File: src/rtl/alu_op_sequencer.sv
// alu_op_sequencer
// Command front end for the combinational BreadBoard ALU. Accepts one
// operation at a time, holds the ALU operands for a programmable settle
// window, captures result/error and returns them tagged to the host.
// Keeps completed-operation and error counters.
//
// state   | meaning
// --------+-----------------------------------------------------------
// IDLE    | cmd_ready=1, waiting for a command
// DRIVE   | ALU inputs held, settle counter running down to capture
// RESPOND | rsp_valid=1, response held until the host takes it

module alu_op_sequencer #(
  parameter int unsigned SETTLE_CYCLES = 1
) (
  input  logic        clk,
  input  logic        rst_n,
  input  logic        cmd_valid,
  output logic        cmd_ready,
  input  logic [3:0]  cmd_opcode,
  input  logic [15:0] cmd_a,
  input  logic [15:0] cmd_b,
  input  logic [3:0]  cmd_tag,
  output logic [15:0] alu_input1,
  output logic [15:0] alu_input2,
  output logic [3:0]  alu_opcode,
  input  logic [31:0] alu_result,
  input  logic [1:0]  alu_error,
  output logic        rsp_valid,
  input  logic        rsp_ready,
  output logic [31:0] rsp_result,
  output logic [1:0]  rsp_error,
  output logic [3:0]  rsp_tag,
  output logic        busy,
  output logic [15:0] op_count,
  output logic [7:0]  err_count
);

  typedef enum logic [1:0] {
    IDLE    = 2'd0,
    DRIVE   = 2'd1,
    RESPOND = 2'd2
  } state_t;

  localparam logic [3:0] SETTLE_LOAD = 4'(SETTLE_CYCLES);

  state_t     state;
  logic [3:0] settle_cnt;
  logic       cmd_legal;

  // Opcodes 1..5 are the ALU operations; everything else is answered locally.
  assign cmd_legal = (cmd_opcode >= 4'd1) && (cmd_opcode <= 4'd5);

  // Sequencer FSM with registered handshake, ALU-drive and response outputs.
  always_ff @(posedge clk or negedge rst_n) begin
    if (!rst_n) begin
      state      <= IDLE;
      settle_cnt <= 4'd0;
      cmd_ready  <= 1'b1;
      busy       <= 1'b0;
      rsp_valid  <= 1'b0;
      alu_input1 <= 16'd0;
      alu_input2 <= 16'd0;
      alu_opcode <= 4'd0;
      rsp_result <= 32'd0;
      rsp_error  <= 2'b00;
      rsp_tag    <= 4'd0;
      op_count   <= 16'd0;
      err_count  <= 8'd0;
    end else begin
      case (state)
        IDLE: begin
          if (cmd_valid) begin
            rsp_tag   <= cmd_tag;
            cmd_ready <= 1'b0;
            busy      <= 1'b1;
            if (cmd_legal) begin
              alu_input1 <= cmd_a;
              alu_input2 <= cmd_b;
              alu_opcode <= cmd_opcode;
              settle_cnt <= SETTLE_LOAD;
              state      <= DRIVE;
            end else begin
              // Illegal opcode: the ALU keeps its previous inputs.
              rsp_result <= 32'd0;
              rsp_error  <= 2'b11;
              rsp_valid  <= 1'b1;
              state      <= RESPOND;
            end
          end
        end

        DRIVE: begin
          // A count of 0 can only come from an out-of-range parameter;
          // treat it like 1 so the FSM never stalls.
          if (settle_cnt <= 4'd1) begin
            rsp_result <= alu_result;
            rsp_error  <= alu_error;
            rsp_valid  <= 1'b1;
            state      <= RESPOND;
          end else begin
            settle_cnt <= settle_cnt - 4'd1;
          end
        end

        RESPOND: begin
          if (rsp_ready) begin
            op_count <= op_count + 16'd1;
            if ((rsp_error != 2'b00) && (err_count != 8'hFF))
              err_count <= err_count + 8'd1;
            rsp_valid <= 1'b0;
            cmd_ready <= 1'b1;
            busy      <= 1'b0;
            state     <= IDLE;
          end
        end

        default: begin
          rsp_valid <= 1'b0;
          cmd_ready <= 1'b1;
          busy      <= 1'b0;
          state     <= IDLE;
        end
      endcase
    end
  end

endmodule

File: config.mk
export PLATFORM = sky130hd
export DESIGN_NAME = alu_op_sequencer
export DESIGN_NICKNAME = d
export VERILOG_FILES = /design/src/rtl/alu_op_sequencer.sv
export SDC_FILE = /design/constraint.sdc
export NUM_CORES = 1
export LEC_CHECK = 0
export CAP_MARGIN = 20
export CORE_MARGIN = 10
export CORE_UTILIZATION = 34
export CTS_BUF_LIST = sky130_fd_sc_hd__clkbuf_2 sky130_fd_sc_hd__clkbuf_4 sky130_fd_sc_hd__clkbuf_8
export DETAILED_ROUTE_END_ITERATION = 8
export SETUP_SLACK_MARGIN = 0.1
export SLEW_MARGIN = 5
export SYNTH_ARGS = -nofsm -noshare
export SYNTH_HDL_FRONTEND = slang
export SYNTH_SLANG_ARGS = --single-unit
File: constraint.sdc
create_clock -name clk -period 2.9 [get_ports clk]
set_input_delay 0.87 -clock clk [delete_from_list [all_inputs] [get_ports clk]]
set_output_delay 0.87 -clock clk [all_outputs]
set_load 0.01 [all_outputs]
==> results of run 1 <==
[flip-flops by register name (all words and copies together) (netlist names)]
register,cells
alu_input1,16
alu_input2,16
alu_opcode,4
busy,1
cmd_ready,1
err_count,8
op_count,16
rsp_error,2
rsp_result,32
rsp_tag,4
rsp_valid,1
settle_cnt,4
state,2
[power groups by stage]
stage	logic, uW	clock network, uW	registers [uW]
after floorplan	1080	0	2610
final	2640	953	2400
after detailed placement	2700	0	2430
after global placement	2670	0	2400
after global routing	2870	1040	2480
after CTS	2710	997	2410
[cell families (layout without fill, tap and decap cells)]
family                     Yosys count  count (layout)  share of synthesized area [%]
xor gates and xnor gates            17              17                           3.23
buffers and inverters               47             240                           5.62
DFF                                107             107                           58.1
AOI/OAI and AO/OA                   21              21                           3.31
adders and majority gates            4               4                           1.09
and+or+nand+nor                    111             111                           11.7
muxes                               73              73                           17.0
[metal layers]
metal | vias up | part of all wire (%) | track usage, %
li1 | 1642 | - | -
met1 | 1641 | 43 | 16.0
met2 | 115 | 46 | 20.2
met3 | 10 | 10 | 6.13
met4 | 0 | 1.2 | 4.56
met5 | - | 0 | 0
[synth_stat cells, types with 2 or more instances]
cell and instances:
sky130_fd_sc_hd__buf_6 4, sky130_fd_sc_hd__a311oi_1 2, sky130_fd_sc_hd__a31oi_1 2, sky130_fd_sc_hd__and3_1 5, sky130_fd_sc_hd__mux2_1 2, sky130_fd_sc_hd__o31ai_1 3
sky130_fd_sc_hd__ha_1 4, sky130_fd_sc_hd__nor2_1 8, sky130_fd_sc_hd__a21oi_1 2, sky130_fd_sc_hd__nand4_1 6, sky130_fd_sc_hd__mux2i_1 32, sky130_fd_sc_hd__xnor2_1 10
sky130_fd_sc_hd__o21ai_0 4, sky130_fd_sc_hd__nand3_1 10, sky130_fd_sc_hd__nor2b_1 3, sky130_fd_sc_hd__nor3_1 5, sky130_fd_sc_hd__mux2_2 39, sky130_fd_sc_hd__nand2_1 58
sky130_fd_sc_hd__clkbuf_1 4, sky130_fd_sc_hd__o21a_1 2, sky130_fd_sc_hd__nand2b_1 4, sky130_fd_sc_hd__and2_1 2, sky130_fd_sc_hd__xor2_1 7, sky130_fd_sc_hd__buf_12 3
sky130_fd_sc_hd__dfrtp_1 106, sky130_fd_sc_hd__inv_1 35
[worst paths after layout]
| check | from | end | slack (ns) | cells past startpoint |
|---|---|---|---|---|
| min in group clk | op_count[15] | op_count[15] | 0.47 | 1 |
| max | cmd_opcode[1] | alu_input2[12] | 0.54 | 6 |
| max reg2reg | settle_cnt[0] | rsp_result[27] | 0.70 | 7 |
| min reg2reg | op_count[15] | op_count[15] | 0.47 | 1 |
| max in group asynchronous | rst_n | settle_cnt[3] | 1.85 | 2 |
| min | rst_n | op_count[14] | 0.37 | 1 |
[final cells by class]
cell class,count,area (sq um)
Inverter,35,131
Multi-Input combinational cell,226,1690
Fill cell,1213,6420
Clock buffer,12,153
Clock inverter,4,50.0
Sequential cell,107,2680
Timing Repair Buffer,189,1900
Tap cell,176,220
[worst max-delay path: cells and delay by family]
kind	cells	cell delay, ns
simple gates	3	0.70
buf+inv	2	0.70
mux	1	0.35
[through the flow]
stage / util, % / area (sq um) / total power, uW / hold slack, ns / instances
5_1_grt: 51.5 / 6820 / 6390 / 0.369 / 749
3_3_place_gp: 50.0 / 6620 / 5070 / 0.460 / 733
6_report: 51.5 / 6820 / 6000 / 0.366 / 749
2_1_floorplan: - / 4610 / 3690 / 0.491 / 380
4_1_cts: 51.5 / 6820 / 6110 / 0.354 / 749
3_5_place_dp: 50.0 / 6620 / 5120 / 0.462 / 733
==> impl_metrics.tcl, run 1 <==
set metrics [dict create \
    rows 42 \
    grt_remaining_overflow 0 \
    buffer_ports.inserted 178 \
    pre_cts_slack_ns 0.141 \
    first_iter_violations 175 \
    p_leak_uw 0.00287 \
    asyncSetResetFlopFracSynth_pct 100 \
    die_x_um 136 \
    p_comb_share_pct 44.1 \
    synth.net_count 462 \
    fin_crit_ns 2.36 \
    setup_viol_count_final 0 \
    critical_path.cell_chain "clkdlybuf4s50_1 > nor3_1 > and4bb_1 > nor2b_4 > buf_12 > mux2_2" \
    slew_headroom_pct 69.1 \
    area_growth_syn_to_layout_pct 47.9 \
    mostFrequentLayoutCells "177 x sky130_fd_sc_hd__clkdlybuf4s50_1, 106 x sky130_fd_sc_hd__dfrtp_1, 58 x sky130_fd_sc_hd__nand2_1, 39 x sky130_fd_sc_hd__mux2_2, 35 x sky130_fd_sc_hd__inv_1" \
    design.die.area_sq_um 18600 \
    coreArea_sq_um 13200 \
    slew_violations 0 \
    vias_in_the_first_global_route 3636 \
    flops_latches_synth 107 \
    clock_insertion_delay_worst_skew_ns 0.37 \
    finalClockSkew_ns 0.00939 \
    wl_per_cell_um 16.5 \
    hold_path_class "input port to async pin" \
    grt_antenna_before_repair 0 \
    timing.critical_path.arrival_ns 2.62 \
    clock_tree.htree_level_count 3 \
    postCtsSetupRepairBufs 0 \
    cpPeakStageDelay_ns 0.50 \
    timing_worst_setup_path_type "input port to register" \
    endpoint_kind "register" \
    swShare_pct 33.4 \
    synth_seq_area_share_pct 58.1 \
    routed-via-count 3408 \
    cp.required_ns 3.16 \
    yosysWarningCount 0 \
    critPathSlowestCell "sky130_fd_sc_hd__clkdlybuf4s50_1" \
    post_drt_via_cell_ratio 4.55 \
    tritoncts "done" \
    postLayoutSetupSlackWorst_ns 0.540 \
    synth_edf_count 0 \
    ctsResizeCount 0 \
    synth_cell_type_count 44 \
    wirelength_mm 12.3 \
    hold_buffer_count_at_cts 0 \
    worst_slew_pin_slew_ns 0.458 \
    timing_hold_violations_final 0 \
    clkSlewWorstSetupHoldPaths_ns 0.10 \
    ios 179 \
    synthDominantCellAreaShare_pct 57.5 \
    internal_dissipation_uw 3990 \
    die-height_um 136 \
    seqPwrFrac_pct 40.0 \
    drcViolationCount 0 \
    antennaDiodeCount 0 \
    cp-start-kind "input port" \
    post-synth-top-area-cell "sky130_fd_sc_hd__dfrtp_1" \
    ranking_of_synthesized_cells_by_area "sky130_fd_sc_hd__dfrtp_1 58%, sky130_fd_sc_hd__mux2_2 9.5%, sky130_fd_sc_hd__mux2i_1 6.9%" \
    global_route_wire_length_before_repair_mm 19.5 \
    mostFrequentLayoutCell "sky130_fd_sc_hd__clkdlybuf4s50_1" \
    syn-mean-instance-area_sq_um 12.1 \
    status "completed" \
    grt.total_usage_pct 13.2 \
    power_density_nw_per_um2 879 \
    grt_max_degree 40 \
    timing.setup.tns_ns 0 \
    crit_path_max_fanout 27 \
    hpwl_mm 9.39 \
    clockPowerShare_pct 15.9 \
    final_antenna_net_count 0 \
    finalCritPeriodShare_pct 81.4 \
    netlist_area_pre_place_sq_um 4610 \
    achievable-frequency_mhz 424 \
    globalplace.congestion 0.778 \
    switching_power_uw 2000 \
    layout-drive-gt1-share_pct 12.9 \
    clock_tree.buffer_depth 2 \
    post_synth_inst_count 380 \
    cts_inserted_buffers 9 \
    detailedRoute.firstPassIterationCount 4 \
    clock_sinks 107 \
    root_buffer "sky130_fd_sc_hd__clkbuf_8" \
    synth_top_flop_cell "sky130_fd_sc_hd__dfrtp_1" \
    setup_repair_after_global_routing_missed_its_margin "no" \
    effective_utilization_at_floorplan_pct 34.8 \
    max_cap_violations 0 \
    worst_ir_drop_vdd_uv 494 \
    design.final.nets 650 \
]
Power figures use the tool's default switching activity.
==> inputs of run 2 (changes only) <==
==> constraint.sdc (replaced) <==
create_clock -name clk -period 2.4 [get_ports clk]
set_input_delay 0.72 -clock clk [delete_from_list [all_inputs] [get_ports clk]]
set_output_delay 0.72 -clock clk [all_outputs]
set_load 0.01 [all_outputs]
==> run 2 against run 1 <==
  * Die area unchanged
  * Total power increased by 23%
  * Count of clock-buffer cells in the layout shrank 2
  * Worst hold slack got worse by 0.057 ns
  * Non-clock buffer count increased by 8
  * Clock power increased by 29%
  * Critical path depth shrank 5
  * Via count is 2.1% higher
  * Setup slack lost 0.33 ns
  * Sequential share of layout area fell by 0.59 points
  * Critical path type is now register to primary output
  * Largest power group unchanged
==> impl_metrics.tcl, run 2 (synthesis results as in run 1) <==
set metrics [dict create \
    root_buffer "sky130_fd_sc_hd__clkbuf_8" \
    endpoint_kind "primary output" \
    hold_path_class "input port to async pin" \
    mostFrequentLayoutCell "sky130_fd_sc_hd__clkdlybuf4s50_1" \
    cp_top_family "flip-flops" \
    rows 42 \
    setup_repair_after_global_routing_missed_its_margin "no" \
    ctsResizeCount 0 \
    critical_path.cell_chain "clkdlybuf4s50_1" \
    postPlaceCellArea_sq_um 6700 \
    fin_crit_ns 2.19 \
    design.final.nets 658 \
    tritoncts "done" \
    grt.total_usage_pct 13.6 \
    cp-start-kind "register" \
    sequential_cell_area_sq_um 2680 \
    wl_per_cell_um 16.3 \
    worst_ir_drop_vdd_uv 666 \
    timing_hold_violations_final 0 \
    power_density_nw_per_um2 1070 \
    die-height_um 136 \
    finalClockSkew_ns 0.00711 \
    slew_violations 0 \
    slew_headroom_pct 63.9 \
    fillCellCount 1193 \
    design.die.area_sq_um 18600 \
    setup_viol_count_final 0 \
    buffer_ports.inserted 178 \
    grt_max_degree 41 \
    max_flop_register "rsp_result" \
    r2r_start "settle_cnt[1]" \
    critPathSlowestCell "sky130_fd_sc_hd__dfstp_2" \
    cts_inserted_buffers 9 \
    achievable-frequency_mhz 456 \
    clock_tree.htree_level_count 3 \
    cp.buffers_inverters 1 \
    postLayoutSetupSlackWorst_ns 0.208 \
    final_antenna_net_count 0 \
    finish.utilization_pct 52.3 \
    r2r_slack_ns 0.27 \
    status "completed" \
    max_cap_violations 0 \
    r2r_cell_count 7 \
    routed-via-count 3478 \
    global_route_wire_length_before_repair_mm 20.1 \
    antennaDiodeCount 0 \
    crit_path_max_fanout 2 \
    clkSlewWorstSetupHoldPaths_ns 0.10 \
    grt_antenna_before_repair 0 \
    first_iter_violations 148 \
    area_growth_syn_to_layout_pct 50.2 \
    multi_input_comb_area_sq_um 1690 \
    clock_insertion_delay_worst_skew_ns 0.38 \
    hold_buffer_count_at_cts 0 \
    timing.critical_path.arrival_ns 1.47 \
    hpwl_mm 9.53 \
    drcViolationCount 0 \
    coreArea_sq_um 13200 \
    globalplace.congestion 0.788 \
    reg2reg_capture_point "rsp_result[31]" \
    die_x_um 136 \
    p_leak_uw 0.00293 \
    finalCritPeriodShare_pct 91.3 \
    cp.required_ns 1.68 \
    layout-drive-gt1-share_pct 14.1 \
    mostFrequentLayoutCells "177 x sky130_fd_sc_hd__clkdlybuf4s50_1, 106 x sky130_fd_sc_hd__dfrtp_1, 58 x sky130_fd_sc_hd__nand2_1, 39 x sky130_fd_sc_hd__mux2_2, 35 x sky130_fd_sc_hd__inv_1" \
    effective_utilization_at_floorplan_pct 34.8 \
    pre_cts_slack_ns -0.104 \
    clock_tree.buffer_depth 2 \
    grt_remaining_overflow 0 \
    clock_sinks 107 \
    worst_slew_pin_slew_ns 0.541 \
    largest_reg_flops 32 \
    placed_cells 741 \
    final_std_cell_area_no_fill_sq_um 6920 \
    post_drt_via_cell_ratio 4.59 \
    postCtsSetupRepairBufs 0 \
    ios 179 \
    timing_worst_setup_path_type "register to primary output" \
    fin_cells 757 \
    timing.setup.tns_ns 0 \
    cpPeakStageDelay_ns 0.55 \
    detailedRoute.firstPassIterationCount 4 \
    wirelength_mm 12.4 \
    vias_in_the_first_global_route 3809 \
]
run 2: cell types whose count changed in the layout (fill, tap and decap cells not counted), sizes merged:
cell,before,now
bufinv,1,2
clkinv,1,3
clkbuf,12,10
clkinvlp,2,1
buf,12,20
run 2: layout make-up:
| class | count | share of cell area (%) |
|---|---|---|
| Sequential cell | 107 | 38.7 |
| Tap cell | 176 | 3.18 |
| Multi-Input combinational cell | 226 | 24.4 |
| Clock buffer | 10 | 1.90 |
| Clock inverter | 6 | 1.30 |
| Inverter | 35 | 1.90 |
| Timing Repair Buffer | 197 | 28.7 |
run 2: report_power, final:
part,total [uW],leakage (uW),internal [uW],switching (uW)
clock network,1230,0.000110,601,628
logic,3270,0.00145,1920,1350
registers,2900,0.00137,2440,462
total,7400,0.00293,4960,2440
run 2: worst max path at each step:
stage	end	cells after the start	start	slack [ns]
floorplan	alu_input1[10]	6	cmd_opcode[2]	0.43
global placement	rsp_result[13]	7	cmd_opcode[2]	-0.06
detailed placement	rsp_result[4]	7	cmd_opcode[2]	-0.10
CTS	cmd_ready	1	cmd_ready	0.17
global route	cmd_ready	1	cmd_ready	0.12
finish	cmd_ready	1	cmd_ready	0.21
run 2: routing by layer:
| layer | GRT usage [%] | wire length, um | vias up |
|---|---|---|---|
| li1 | - | - | 1664 |
| met1 | 15.4 | 4880 | 1682 |
| met2 | 22.1 | 5960 | 126 |
| met3 | 7.79 | 1440 | 6 |
| met4 | 2.31 | 85 | 0 |
| met5 | 0 | 0 | - |
run 2: stage by stage:
stage	hold slack, ns	power, uW
4_1_cts	0.312	7550
5_1_grt	0.325	7940
3_5_place_dp	0.468	6270
2_1_floorplan	0.424	4460
6_report	0.309	7400
3_3_place_gp	0.460	6190
==> inputs of run 3 (changes only) <==
--- a/config.mk
+++ b/config.mk
@@ -10,7 +10,9 @@
 export CORE_UTILIZATION = 34
 export CTS_BUF_LIST = sky130_fd_sc_hd__clkbuf_2 sky130_fd_sc_hd__clkbuf_4 sky130_fd_sc_hd__clkbuf_8
 export DETAILED_ROUTE_END_ITERATION = 8
-export SETUP_SLACK_MARGIN = 0.1
+export GPL_TIMING_DRIVEN = 0
+export MAX_ROUTING_LAYER = met4
+export SETUP_SLACK_MARGIN = 0.3
 export SLEW_MARGIN = 5
 export SYNTH_ARGS = -nofsm -noshare
 export SYNTH_HDL_FRONTEND = slang
==> run 3 against run 2 <==
  * Count of clock-buffer cells in the layout is 1 higher
  * Flip-flop and latch count stayed put
  * Via count rose by 2.3%
  * Die area is the same
  * Utilization is 2.1 points higher
  * Worst hold slack got worse by 0.086 ns
  * Critical path type is now input port to register
==> impl_metrics.tcl, run 3 (synthesis results as in run 1) <==
set metrics [dict create \
    wirelength_mm 13.0 \
    fin_cells 776 \
    grt.total_usage_pct 13.9 \
    cp_top_family "buffers and inverters" \
    drcViolationCount 0 \
    area_growth_syn_to_layout_pct 56.1 \
    slew_headroom_pct 68.9 \
    r2r_slack_ns 0.37 \
    wl_per_cell_um 16.8 \
    cts_inserted_buffers 9 \
    critical_path.cell_chain "clkdlybuf4s50_1 > nor2b_2 > a211oi_4 > nor2b_2 > buf_6 > buf_6 > mux2_2" \
    layout-drive-gt1-share_pct 19.0 \
    critPathSlowestCell "sky130_fd_sc_hd__clkdlybuf4s50_1" \
    post_drt_via_cell_ratio 4.59 \
    status "completed" \
    mostFrequentLayoutCells "156 x sky130_fd_sc_hd__clkdlybuf4s50_1, 102 x sky130_fd_sc_hd__dfrtp_1, 58 x sky130_fd_sc_hd__nand2_1, 39 x sky130_fd_sc_hd__mux2_2, 34 x sky130_fd_sc_hd__inv_1" \
    fillCellCount 1218 \
    timing.critical_path.arrival_ns 2.30 \
    hpwl_mm 9.44 \
    root_buffer "sky130_fd_sc_hd__clkbuf_8" \
    clkSlewWorstSetupHoldPaths_ns 0.10 \
    clock_tree.htree_level_count 3 \
    coreArea_sq_um 13200 \
    design.die.area_sq_um 18600 \
    first_iter_violations 159 \
    max_cap_violations 0 \
    timing_worst_setup_path_type "input port to register" \
    p_leak_uw 0.00320 \
    finalCritPeriodShare_pct 85.1 \
    ios 179 \
    multi_input_comb_area_sq_um 1760 \
    max_flop_register "rsp_result" \
    effective_utilization_at_floorplan_pct 34.8 \
    crit_path_max_fanout 10 \
    clock_insertion_delay_worst_skew_ns 0.37 \
    cp-start-kind "input port" \
    global_route_wire_length_before_repair_mm 20.0 \
    grt_antenna_before_repair 0 \
    achievable-frequency_mhz 489 \
    power_density_nw_per_um2 1060 \
    rows 42 \
    finish.utilization_pct 54.4 \
    worst_ir_drop_vdd_uv 534 \
    detailedRoute.firstPassIterationCount 4 \
    setup_viol_count_final 0 \
    antennaDiodeCount 0 \
    clock_tree.buffer_depth 2 \
    timing_hold_violations_final 0 \
    wl_met3_mm 1.08 \
    globalplace.congestion 0.774 \
    met1_length_mm 5.69 \
    grt_remaining_overflow 0 \
    hold_buffer_count_at_cts 0 \
    hold_path_class "input port to async pin" \
    placed_cells 735 \
    slew_violations 0 \
    cp.buffers_inverters 3 \
    vias_in_the_first_global_route 3772 \
    met2_wirelength_mm 6.08 \
    worst_slew_pin_slew_ns 0.466 \
    routed-via-count 3558 \
    cpPeakStageDelay_ns 0.44 \
    mostFrequentLayoutCell "sky130_fd_sc_hd__clkdlybuf4s50_1" \
    die-height_um 136 \
    design.final.nets 677 \
    final_antenna_net_count 0 \
    dr.max_layer_used "met4" \
    clock_sinks 107 \
    die_x_um 136 \
    cp.required_ns 2.66 \
    grt_max_degree 73 \
    tritoncts "done" \
    endpoint_kind "register" \
    sequential_cell_area_sq_um 2680 \
    fin_crit_ns 2.04 \
    setup_repair_after_global_routing_missed_its_margin "no" \
    largest_reg_flops 32 \
    buffer_ports.inserted 178 \
    total_power_uw 7650 \
    finalClockSkew_ns 0.0104 \
]
[run 3: cell types whose count changed in the layout (fill, tap and decap cells not counted), moves of 4 or more]
cell                              delta
sky130_fd_sc_hd__buf_4               +6
sky130_fd_sc_hd__buf_6               +5
sky130_fd_sc_hd__clkdlybuf4s50_1    -21
sky130_fd_sc_hd__dfrtp_1             -4
sky130_fd_sc_hd__dfrtp_2             +4
sky130_fd_sc_hd__dlygate4sd2_1      +10
sky130_fd_sc_hd__dlymetal6s2s_1     +11
[run 3: where the power goes]
group / switching [uW] / leakage, uW / total (uW) / internal [uW]
logic: 1500 / 0.00174 / 3640 / 2130
registers: 432 / 0.00137 / 2880 / 2450
clock network: 620 / 0.000103 / 1140 / 518
total: 2560 / 0.00320 / 7650 / 5100
[run 3: worst paths after layout]
kind	start	endpoint	depth (start not counted)
worst max-delay path	cmd_valid	alu_input2[11]	7
worst min-delay path	rst_n	op_count[9]	1
worst max register to register	settle_cnt[0]	rsp_error[0]	7
worst min register to register	op_count[15]	op_count[15]	1
max in group asynchronous	rst_n	cmd_ready	2
min in group clk	op_count[15]	op_count[15]	1
[run 3: final cells by class]
class | count | area share [%]
Buffer | 12 | 1.96
Clock buffer | 11 | 2.02
Clock inverter | 5 | 0.730
Inverter | 35 | 1.83
Multi-Input combinational cell | 226 | 24.5
Sequential cell | 107 | 37.3
Tap cell | 176 | 3.06
Timing Repair Buffer | 204 | 28.7
[run 3: through the flow]
stage               TNS (ns)  setup slack (ns)  cell area [sq um]  hold slack (ns)
finish                     0             0.356               7200            0.223
global route               0             0.301               7200            0.222
global placement     -392.18             -3.60               6610            0.461
detailed placement    -11.37            -0.298               6640            0.468
floorplan                  0             0.430               4610            0.424
CTS                        0             0.278               6970            0.215
[run 3: metal layers]
layer  global-route usage, %  up-vias
met4                    4.79        0
met3                    5.17       16
met2                    21.4      122
li1                        -     1692
met5                       -        -
met1                    16.4     1728
[run 3: worst reg2reg max path, cell delays in order (launching register included)]
cell and delay [ns]:
sky130_fd_sc_hd__dfrtp_1 0.42, sky130_fd_sc_hd__inv_1 0.11, sky130_fd_sc_hd__ha_4 0.15, sky130_fd_sc_hd__nor2_1 0.06, sky130_fd_sc_hd__or4b_4 0.49, sky130_fd_sc_hd__a21oi_4 0.17
sky130_fd_sc_hd__buf_2 0.20, sky130_fd_sc_hd__mux2_1 0.33
[run 3: what timing repair did]
action	CTS	global route
cloned	0	4
buffers inserted	15	6
endpoints found under the hold margin	0	0
gates resized for setup	20	29
setup endpoints to repair	67	85
pin swaps	2	3
